==> config.mk <==
export PLATFORM = sky130hd
export DESIGN_NAME = cep_encoder
export DESIGN_NICKNAME = d
export VERILOG_FILES = /design/src/rtl/cep_encoder.sv
export SDC_FILE = /design/constraint.sdc
export NUM_CORES = 1
export LEC_CHECK = 0
export BUFFER_PORTS_ARGS = -buffer_cell sky130_fd_sc_hd__buf_2
export CORE_AREA = 2 2 265 267
export DETAILED_ROUTE_END_ITERATION = 10
export DIE_AREA = 0 0 267 269
export HOLD_SLACK_MARGIN = 0.15
export PLACE_DENSITY = 0.48
export SYNTH_ARGS = -nofsm -noshare
export SYNTH_HDL_FRONTEND = slang
export SYNTH_SLANG_ARGS = --single-unit
==> constraint.sdc <==
create_clock -name clk -period 4.85 [get_ports clk]
set_input_delay 0.7275 -clock clk [delete_from_list [all_inputs] [get_ports clk]]
set_output_delay 0.7275 -clock clk [all_outputs]
set_load 0.01 [all_outputs]
==> src/rtl/cep_encoder.sv <==
// Transmit-side CEP packer: one header beat plus up to MAX data words are assembled
// into a single package register and offered on a valid/ready port to the link TX.
`ifndef CEP_DEFINES_SV
`define CEP_DEFINES_SV
`define CEP_WORD_WIDTH            64
`define CEP_DATA_WIDTH            512
`define CEP_LAST_SUBLINE_WIDTH    1
`define CEP_LAST_SUBLINE_LO       0
`define CEP_SUBLINE_ID_WIDTH      2
`define CEP_SUBLINE_ID_LO         1
`define CEP_MESI_WIDTH            2
`define CEP_MESI_LO               3
`define CEP_MSHRID_WIDTH          8
`define CEP_MSHRID_LO             5
`define CEP_MSG_TYPE_WIDTH        8
`define CEP_MSG_TYPE_LO           13
`define CEP_LENGTH_WIDTH          8
`define CEP_LENGTH_LO             21
`define CEP_IS_REQUEST_BIT        29
`define CEP_SRC_CHIPID_WIDTH      14
`define CEP_SRC_CHIPID_LO         30
`define CEP_DATA_SIZE_WIDTH       3
`define CEP_DATA_SIZE_LO          64
`define CEP_CACHE_TYPE_WIDTH      1
`define CEP_CACHE_TYPE_LO         67
`define CEP_SUBLINE_VECTOR_WIDTH  4
`define CEP_SUBLINE_VECTOR_LO     68
`define CEP_ADDR_WIDTH            40
`define CEP_ADDR_LO               128
`endif

module cep_encoder #(
   parameter bit          BACK_TO_BACK = 1'b1,
   parameter int unsigned CNT_WIDTH    = 3
) (
   input  logic                                 clk,
   input  logic                                 rst_n,
   input  logic                                 hdr_val,
   output logic                                 hdr_rdy,
   input  logic                                 is_request,
   input  logic [`CEP_LAST_SUBLINE_WIDTH-1:0]   last_subline,
   input  logic [`CEP_SUBLINE_ID_WIDTH-1:0]     subline_id,
   input  logic [`CEP_MESI_WIDTH-1:0]           mesi,
   input  logic [`CEP_MSHRID_WIDTH-1:0]         mshrid,
   input  logic [`CEP_MSG_TYPE_WIDTH-1:0]       msg_type,
   input  logic [`CEP_LENGTH_WIDTH-1:0]         length,
   input  logic [`CEP_DATA_SIZE_WIDTH-1:0]      data_size,
   input  logic [`CEP_CACHE_TYPE_WIDTH-1:0]     cache_type,
   input  logic [`CEP_SUBLINE_VECTOR_WIDTH-1:0] subline_vector,
   input  logic [`CEP_ADDR_WIDTH-1:0]           addr,
   input  logic [`CEP_SRC_CHIPID_WIDTH-1:0]     src_chipid,
   input  logic [CNT_WIDTH-1:0]                 num_words,
   input  logic                                 word_val,
   output logic                                 word_rdy,
   input  logic [`CEP_WORD_WIDTH-1:0]           word_data,
   output logic                                 cep_val,
   input  logic                                 cep_rdy,
   output logic [`CEP_DATA_WIDTH-1:0]           cep_pkg,
   output logic                                 num_err
);

   localparam int unsigned WORD_W    = `CEP_WORD_WIDTH;
   localparam int unsigned DATA_W    = `CEP_DATA_WIDTH;
   localparam int unsigned NUM_SLOTS = DATA_W / WORD_W;
   localparam int unsigned REQ_BASE  = 3;
   localparam int unsigned RSP_BASE  = 1;
   localparam logic [CNT_WIDTH-1:0] REQ_MAX = CNT_WIDTH'(5);
   localparam logic [CNT_WIDTH-1:0] RSP_MAX = CNT_WIDTH'(7);

   typedef enum logic [1:0] {S_IDLE, S_DATA, S_SEND} state_e;

   state_e                state_q, state_d;
   logic [DATA_W-1:0]     pkg_q, pkg_d;
   logic [CNT_WIDTH-1:0]  cnt_q, cnt_d;
   logic [CNT_WIDTH-1:0]  n_q, n_d;
   logic                  isreq_q, isreq_d;
   logic                  val_q, val_d;
   logic                  err_q, err_d;

   logic [CNT_WIDTH-1:0]  hdr_max;
   logic [CNT_WIDTH-1:0]  hdr_n;
   logic                  hdr_take;
   int unsigned           word_slot;

   assign hdr_max = is_request ? REQ_MAX : RSP_MAX;
   assign hdr_n   = (num_words > hdr_max) ? hdr_max : num_words;

   // Next-state, package assembly and ready generation.
   always_comb begin
      state_d   = state_q;
      pkg_d     = pkg_q;
      cnt_d     = cnt_q;
      n_d       = n_q;
      isreq_d   = isreq_q;
      err_d     = 1'b0;
      hdr_rdy   = 1'b0;
      word_rdy  = 1'b0;
      hdr_take  = 1'b0;
      word_slot = (isreq_q ? REQ_BASE : RSP_BASE) + 32'(cnt_q);

      case (state_q)
         S_IDLE: hdr_rdy = 1'b1;
         S_DATA: begin
            word_rdy = 1'b1;
            if (word_val) begin
               for (int unsigned k = 0; k < NUM_SLOTS; k++) begin
                  if (word_slot == k) pkg_d[k*WORD_W +: WORD_W] = word_data;
               end
               cnt_d = CNT_WIDTH'(cnt_q + 1'b1);
               if (CNT_WIDTH'(cnt_q + 1'b1) == n_q) state_d = S_SEND;
            end
         end
         S_SEND: begin
            hdr_rdy = BACK_TO_BACK & cep_rdy;
            if (cep_rdy) state_d = S_IDLE;
         end
         default: state_d = S_IDLE;
      endcase

      hdr_take = hdr_val & hdr_rdy;
      if (hdr_take) begin
         pkg_d = '0;
         pkg_d[`CEP_LAST_SUBLINE_LO +: `CEP_LAST_SUBLINE_WIDTH] = last_subline;
         pkg_d[`CEP_SUBLINE_ID_LO   +: `CEP_SUBLINE_ID_WIDTH]   = subline_id;
         pkg_d[`CEP_MESI_LO         +: `CEP_MESI_WIDTH]         = mesi;
         pkg_d[`CEP_MSHRID_LO       +: `CEP_MSHRID_WIDTH]       = mshrid;
         pkg_d[`CEP_MSG_TYPE_LO     +: `CEP_MSG_TYPE_WIDTH]     = msg_type;
         pkg_d[`CEP_LENGTH_LO       +: `CEP_LENGTH_WIDTH]       = length;
         pkg_d[`CEP_IS_REQUEST_BIT]                             = is_request;
         pkg_d[`CEP_SRC_CHIPID_LO   +: `CEP_SRC_CHIPID_WIDTH]   = src_chipid;
         if (is_request) begin
            pkg_d[`CEP_DATA_SIZE_LO      +: `CEP_DATA_SIZE_WIDTH]      = data_size;
            pkg_d[`CEP_CACHE_TYPE_LO     +: `CEP_CACHE_TYPE_WIDTH]     = cache_type;
            pkg_d[`CEP_SUBLINE_VECTOR_LO +: `CEP_SUBLINE_VECTOR_WIDTH] = subline_vector;
            pkg_d[`CEP_ADDR_LO           +: `CEP_ADDR_WIDTH]           = addr;
         end
         isreq_d = is_request;
         n_d     = hdr_n;
         cnt_d   = '0;
         err_d   = (num_words > hdr_max);
         state_d = (hdr_n == '0) ? S_SEND : S_DATA;
      end

      val_d = (state_d == S_SEND);
   end

   // State and output registers.
   always_ff @(posedge clk or negedge rst_n) begin
      if (!rst_n) begin
         state_q <= S_IDLE;
         pkg_q   <= '0;
         cnt_q   <= '0;
         n_q     <= '0;
         isreq_q <= 1'b0;
         val_q   <= 1'b0;
         err_q   <= 1'b0;
      end else begin
         state_q <= state_d;
         pkg_q   <= pkg_d;
         cnt_q   <= cnt_d;
         n_q     <= n_d;
         isreq_q <= isreq_d;
         val_q   <= val_d;
         err_q   <= err_d;
      end
   end

   assign cep_val = val_q;
   assign cep_pkg = pkg_q;
   assign num_err = err_q;

endmodule

* Word level (Yosys, flattened, before mapping)
Cells that the tools add are included.
** Word-level totals
- Bits in registers :: 523
- Input port bits :: 164
- Output and inout bits :: 516
** Cells by class
- $add $sub $neg :: 2
- $lt $le $gt $ge :: 1
- Equality and inequality tests :: 11
- Multiplexer cells :: 28
- Bitwise gates (word level) :: 1
- Reductions and logical operators :: 22
** Operators by type and width (number)
- $mux W512 :: 3
- $mux W64 :: 8
- $mux W40 :: 1
- $logic_not A32 Y1 :: 1
- $reduce_and A3 Y1 :: 8
- $reduce_bool A2 Y1 :: 10
- $eq A4 B3 Y1 const B :: 4
- $mux W2 :: 7
- $mux W3 :: 4
- $eq A4 B2 Y1 const B :: 2
- $mux W8 :: 1
- $pmux W2 S3 :: 1
- $add A2 B3 Y4 :: 1
- $eq A2 B2 Y1 const B :: 2
- $eq A4 B1 Y1 const B :: 1
- $add A3 B1 Y3 const B :: 1
- $eq A3 B3 Y1 :: 1
- $gt A3 B3 Y1 :: 1
- $logic_not A3 Y1 :: 1
- $eq A2 B1 Y1 const B :: 1
- $logic_not A2 Y1 :: 1
- $mux W1 :: 2
- $pmux W1 S2 :: 1
- $reduce_and A2 Y1 :: 1
- $and A1 B1 Y1 :: 1

* Logic depth before layout (Yosys ltp)
- Word-level depth :: 7
- Gate-level depth with buffers :: 9

* Least setup slack after synthesis
OpenSTA, ideal clock, no wires.
- Path kind :: register to register
- Start :: reg cnt_q[1]
- End :: reg pkg_q[488], in the netlist cep_pkg[488]
- Arrival :: 1.863 ns
- Required time :: 4.714 ns
- Setup slack :: 2.850 ns
- Stages on the path, launching flop included :: 9
- Buffers on the path :: 3
- Period minus slack after synthesis :: 2.000 ns
- Cells stage by stage :: dfrtp_1 > ha_1 > clkbuf_1 > nand2b_1 > or3_1 > clkbuf_1 > buf_2 > nand2_1 > a21oi_1
** On the way
- Longest elaborated chain between the ends :: 4
** Ends and longest elaborated chain
- from (decl) :: RTL line 74 : logic [CNT_WIDTH-1:0] cnt_q, cnt_d;
- from (signal assigned) :: RTL line 160 : cnt_q <= cnt_d;
- $add A2 B3 Y4 :: RTL line 99 : word_slot = (isreq_q ? REQ_BASE : RSP_BASE) + 32'(cnt_q);
- $eq A4 B3 Y1 :: RTL line 107 : if (word_slot == k) pkg_d[k*WORD_W +: WORD_W] = word_data;
- $reduce_bool A2 Y1 (no line)
- $reduce_and A3 Y1 (no line)
- to (signal assigned) :: RTL line 159 : pkg_q <= pkg_d;
- to (decl) :: RTL line 73 : logic [DATA_W-1:0] pkg_q, pkg_d;
No other way between the ends.
A chain may end at the register's enable or synchronous reset.

* Worst setup path in the final report
- Start :: reg cnt_q[1]
- End :: reg pkg_q[503], in the netlist cep_pkg[503]
Same word-level chain as after synthesis.

==> impl_results.md <==
* Status: complete, no violations
* Worst Path Required at roughly 5300 ps
* Max incr delay on CP at ~770 ps
* Worst path depth at 6
* Async S/R FF share, synth at 100%
* NumNets Final at 2997
* H-tree levels at 2
* Die outline height at between 200 and 300 um
* IO Pins at between 600 and 700
* Die Wd at around 270 um
* CTS tree: built
* Seq/Total Area, Yosys at a little over three fifths
* Max clock buf depth at 3
* Final Wtd Congestion at 0.801
* Period utilisation layout at 56.4%
* Total vias in the final route at around 18000
* Slew HR at 30.7%
* Unrepaired setup endpoints after global routing: false
* Routed length per instance at approximately 21 um
* Slew @ Worst Pin at just over 1000 ps
* Vias in the first global route at between 15000 and 20000
* Top FF cell, synth: dfrtp_1
* Grt ovf at 0
* Layout cells sized above 1 at around 28%
* Antenna violations before repair at 8
* Overall routing resource usage at 21.9%
* Site row count at 97
* Post-route ant nets at 0
* Die area at roughly 70000 um^2
* Hold_buf cts at 0
* Pwr Density at 597 nW/um^2
* Root buf cell: clkbuf_16
* DRC at 0
* Leading area contributor after synthesis: dfrtp_1
* Port Buffers at ~680
* Post-Syn Area at ~21000 um^2
* Postcts setup bufs at 0
* Initial DRT Pass Iterations at 5
* P&R area growth vs syn at 29.7%
* Number of synthesized register bits at roughly 520
* Final Slew Violations at 0
* Worst Setup Start Kind: flip-flop
* Largest net degree at the start of global routing at 164
* Cts bufs inserted at 58
* WL final at about 80000 um
* Crit-path cells: ha_1 > nand2b_1 > or3_2 > buf_4 > nand2_1 > a21oi_1
* Worst-path maximum fanout at 41
* Min Tclk post-route at between 2000 and 3000 ps
* Max-cap violations at 0
* Syn Area/Cell at about 9.3 um^2
* Crit path arrival time at ~3200 ps
* PostCTS Resize Cnt at 0
* Cell count after synthesis at approximately 2200
* Worst R2R Path Depth at 6
* PnR Total Power at 16.1 mW
* Iter 0 DRT Violations at roughly 1400
* Synth warn at 0
* Fill cells at a little over 7000
* Syn_nets at around 2400
* Worst Skew at ~15 ps
* Fmax at roughly 370 MHz
* Vias per cell at 4.78
* Final Setup Violations at 0
* Post-synth top area share at a little over three fifths
* Clock-pin slew on the worst setup and hold paths at roughly 60 ps
* Worst-skew pair later-pin latency at 610 ps
* Pleak at around 14 nW
* Worst Path Buf+Inv at 1
* Total negative slack for setup checks at 0 ps
* Crit. End Element: flip-flop
* Initial Util at between 20 and 30%
* Critical-path top delay cell: or3_2
* CTS sink cnt at between 500 and 600
* Final core occ at about 39%
* Peak VDD IR at 387 uV
* Synth top area cells: dfrtp_1 63%, nand2_1 17%, a21oi_1 7.3%
* Netlist cell types at between 40 and 50
* Crit-path leading delay family: simple AND/OR/NAND/NOR gates
* Total core area at around 69000 um^2
* Global-route wire length before repair at ~120000 um
* Post-synth EDFFs at 0
* Critical setup path kind: reg -> reg
* Final Hold Fails at 0
* Worst hold path type: in -> async
* Post-DP HPWL at about 54000 um
-- synth_stat cells, drive strengths merged, types with 3 or more instances --
library cell	n
nand2	941
dfrtp	523
a21oi	301
clkbuf	88
buf	78
o21ai	66
nand3	57
nor3	29
and3	25
a221o	24
nor2	22
and2	21
mux2i	9
o2bb2ai	8
nand3b	4
ha	3
nor3b	3
xnor2	3
-- final timing paths --
| path | startpoint | endpoint | slack, ps |
|---|---|---|---|
| setup / recovery | cnt_q[1] | cep_pkg[503] | 2110 |
| hold / removal | rst_n | cep_pkg[224] | 150 |
| setup reg to reg | cnt_q[1] | cep_pkg[503] | 2110 |
| hold reg to reg | cep_pkg[11] | cep_pkg[11] | 470 |
| max in group asynchronous | rst_n | cep_pkg[341] | 3220 |
| min in group clk | mesi[1] | cep_pkg[4] | 300 |
-- where the power goes --
group	switching, mW	leakage (nW)	internal [mW]
sequential	0.698	7.06	5.60
clock	1.82	0.950	2.66
combinational	3.46	6.04	1.81
total	5.98	14.0	10.1
-- flip-flops by register name, indices dropped and copies added, names as in the netlist --
| signal | count |
|---|---|
| num_err | 1 |
| state_q | 2 |
| isreq_q | 1 |
| cnt_q | 3 |
| n_q | 3 |
| cep_val | 1 |
| cep_pkg | 512 |
-- cell type report --
class | count | area (um^2) | area share (%)
repair buffers | 707 | 3710 | 13.8
clock buffers | 91 | 1780 | 6.61
flip-flops and latches | 523 | 13100 | 48.6
multi-input cells | 1539 | 7000 | 26.0
clock inverters | 13 | 154 | 0.572
inverters | 1 | 3.75 | 0.0140
diodes | 1 | 2.50 | 0.00930
well taps | 940 | 1180 | 4.37
-- logic make-up (layout without fill, tap and decap cells) --
| family | Yosys count | after routing | share of synthesized area [%] |
|---|---|---|---|
| mux | 9 | 9 | 0.434 |
| compound gates | 406 | 406 | 10.7 |
| xor+xnor | 6 | 6 | 0.356 |
| buf+inv | 167 | 812 | 3.55 |
| other cells | 0 | 1 | 0 |
| fa+ha+maj | 3 | 3 | 0.181 |
| simple gates | 1115 | 1115 | 21.8 |
| flops | 523 | 523 | 63.1 |
-- routing by layer --
layer	up-vias	track usage, %	share of wire (%)
met5	-	0	0.10
li1	8444	-	-
met3	154	6.34	8.3
met1	8976	28.9	42
met2	665	34.3	46
met4	12	7.96	3.5
-- metrics by stage --
stage               setup WS [ps]  instances  instance area (um^2)  hold WS (ps)
finish                       2110       3815                 26900           154
global route                 1960       3815                 26900           193
CTS                          2100       3814                 26900           204
detailed placement           2100       3710                 25000           458
global placement             2150       3710                 25000           453
floorplan                    2850       2229                 20700           432
-- placed cells by master (no fill, tap or decap), types with 2 or more instances in the layout --
cell / n
nand2_1: 940
buf_2: 678
dfrtp_1: 523
a21oi_1: 301
o21ai_0: 63
clkbuf_16: 61
nand3_1: 56
nor3_1: 28
and3_1: 24
a221o_1: 24
nor2_1: 21
buf_4: 21
and2_1: 20
clkbuf_1: 16
clkbuf_8: 14
mux2i_1: 9
o2bb2ai_1: 8
buf_12: 7
clkinv_2: 6
o21ai_1: 3
nand3b_1: 3
ha_1: 3
bufinv_16: 3
a21o_1: 2
xor2_1: 2
nor2b_1: 2
xnor2_1: 2
nand2b_1: 2
nor3b_1: 2
a311o_1: 2
o221a_2: 2
nor4_4: 2
clkinv_4: 2
Note: power is estimated with default switching activity, not from simulation.
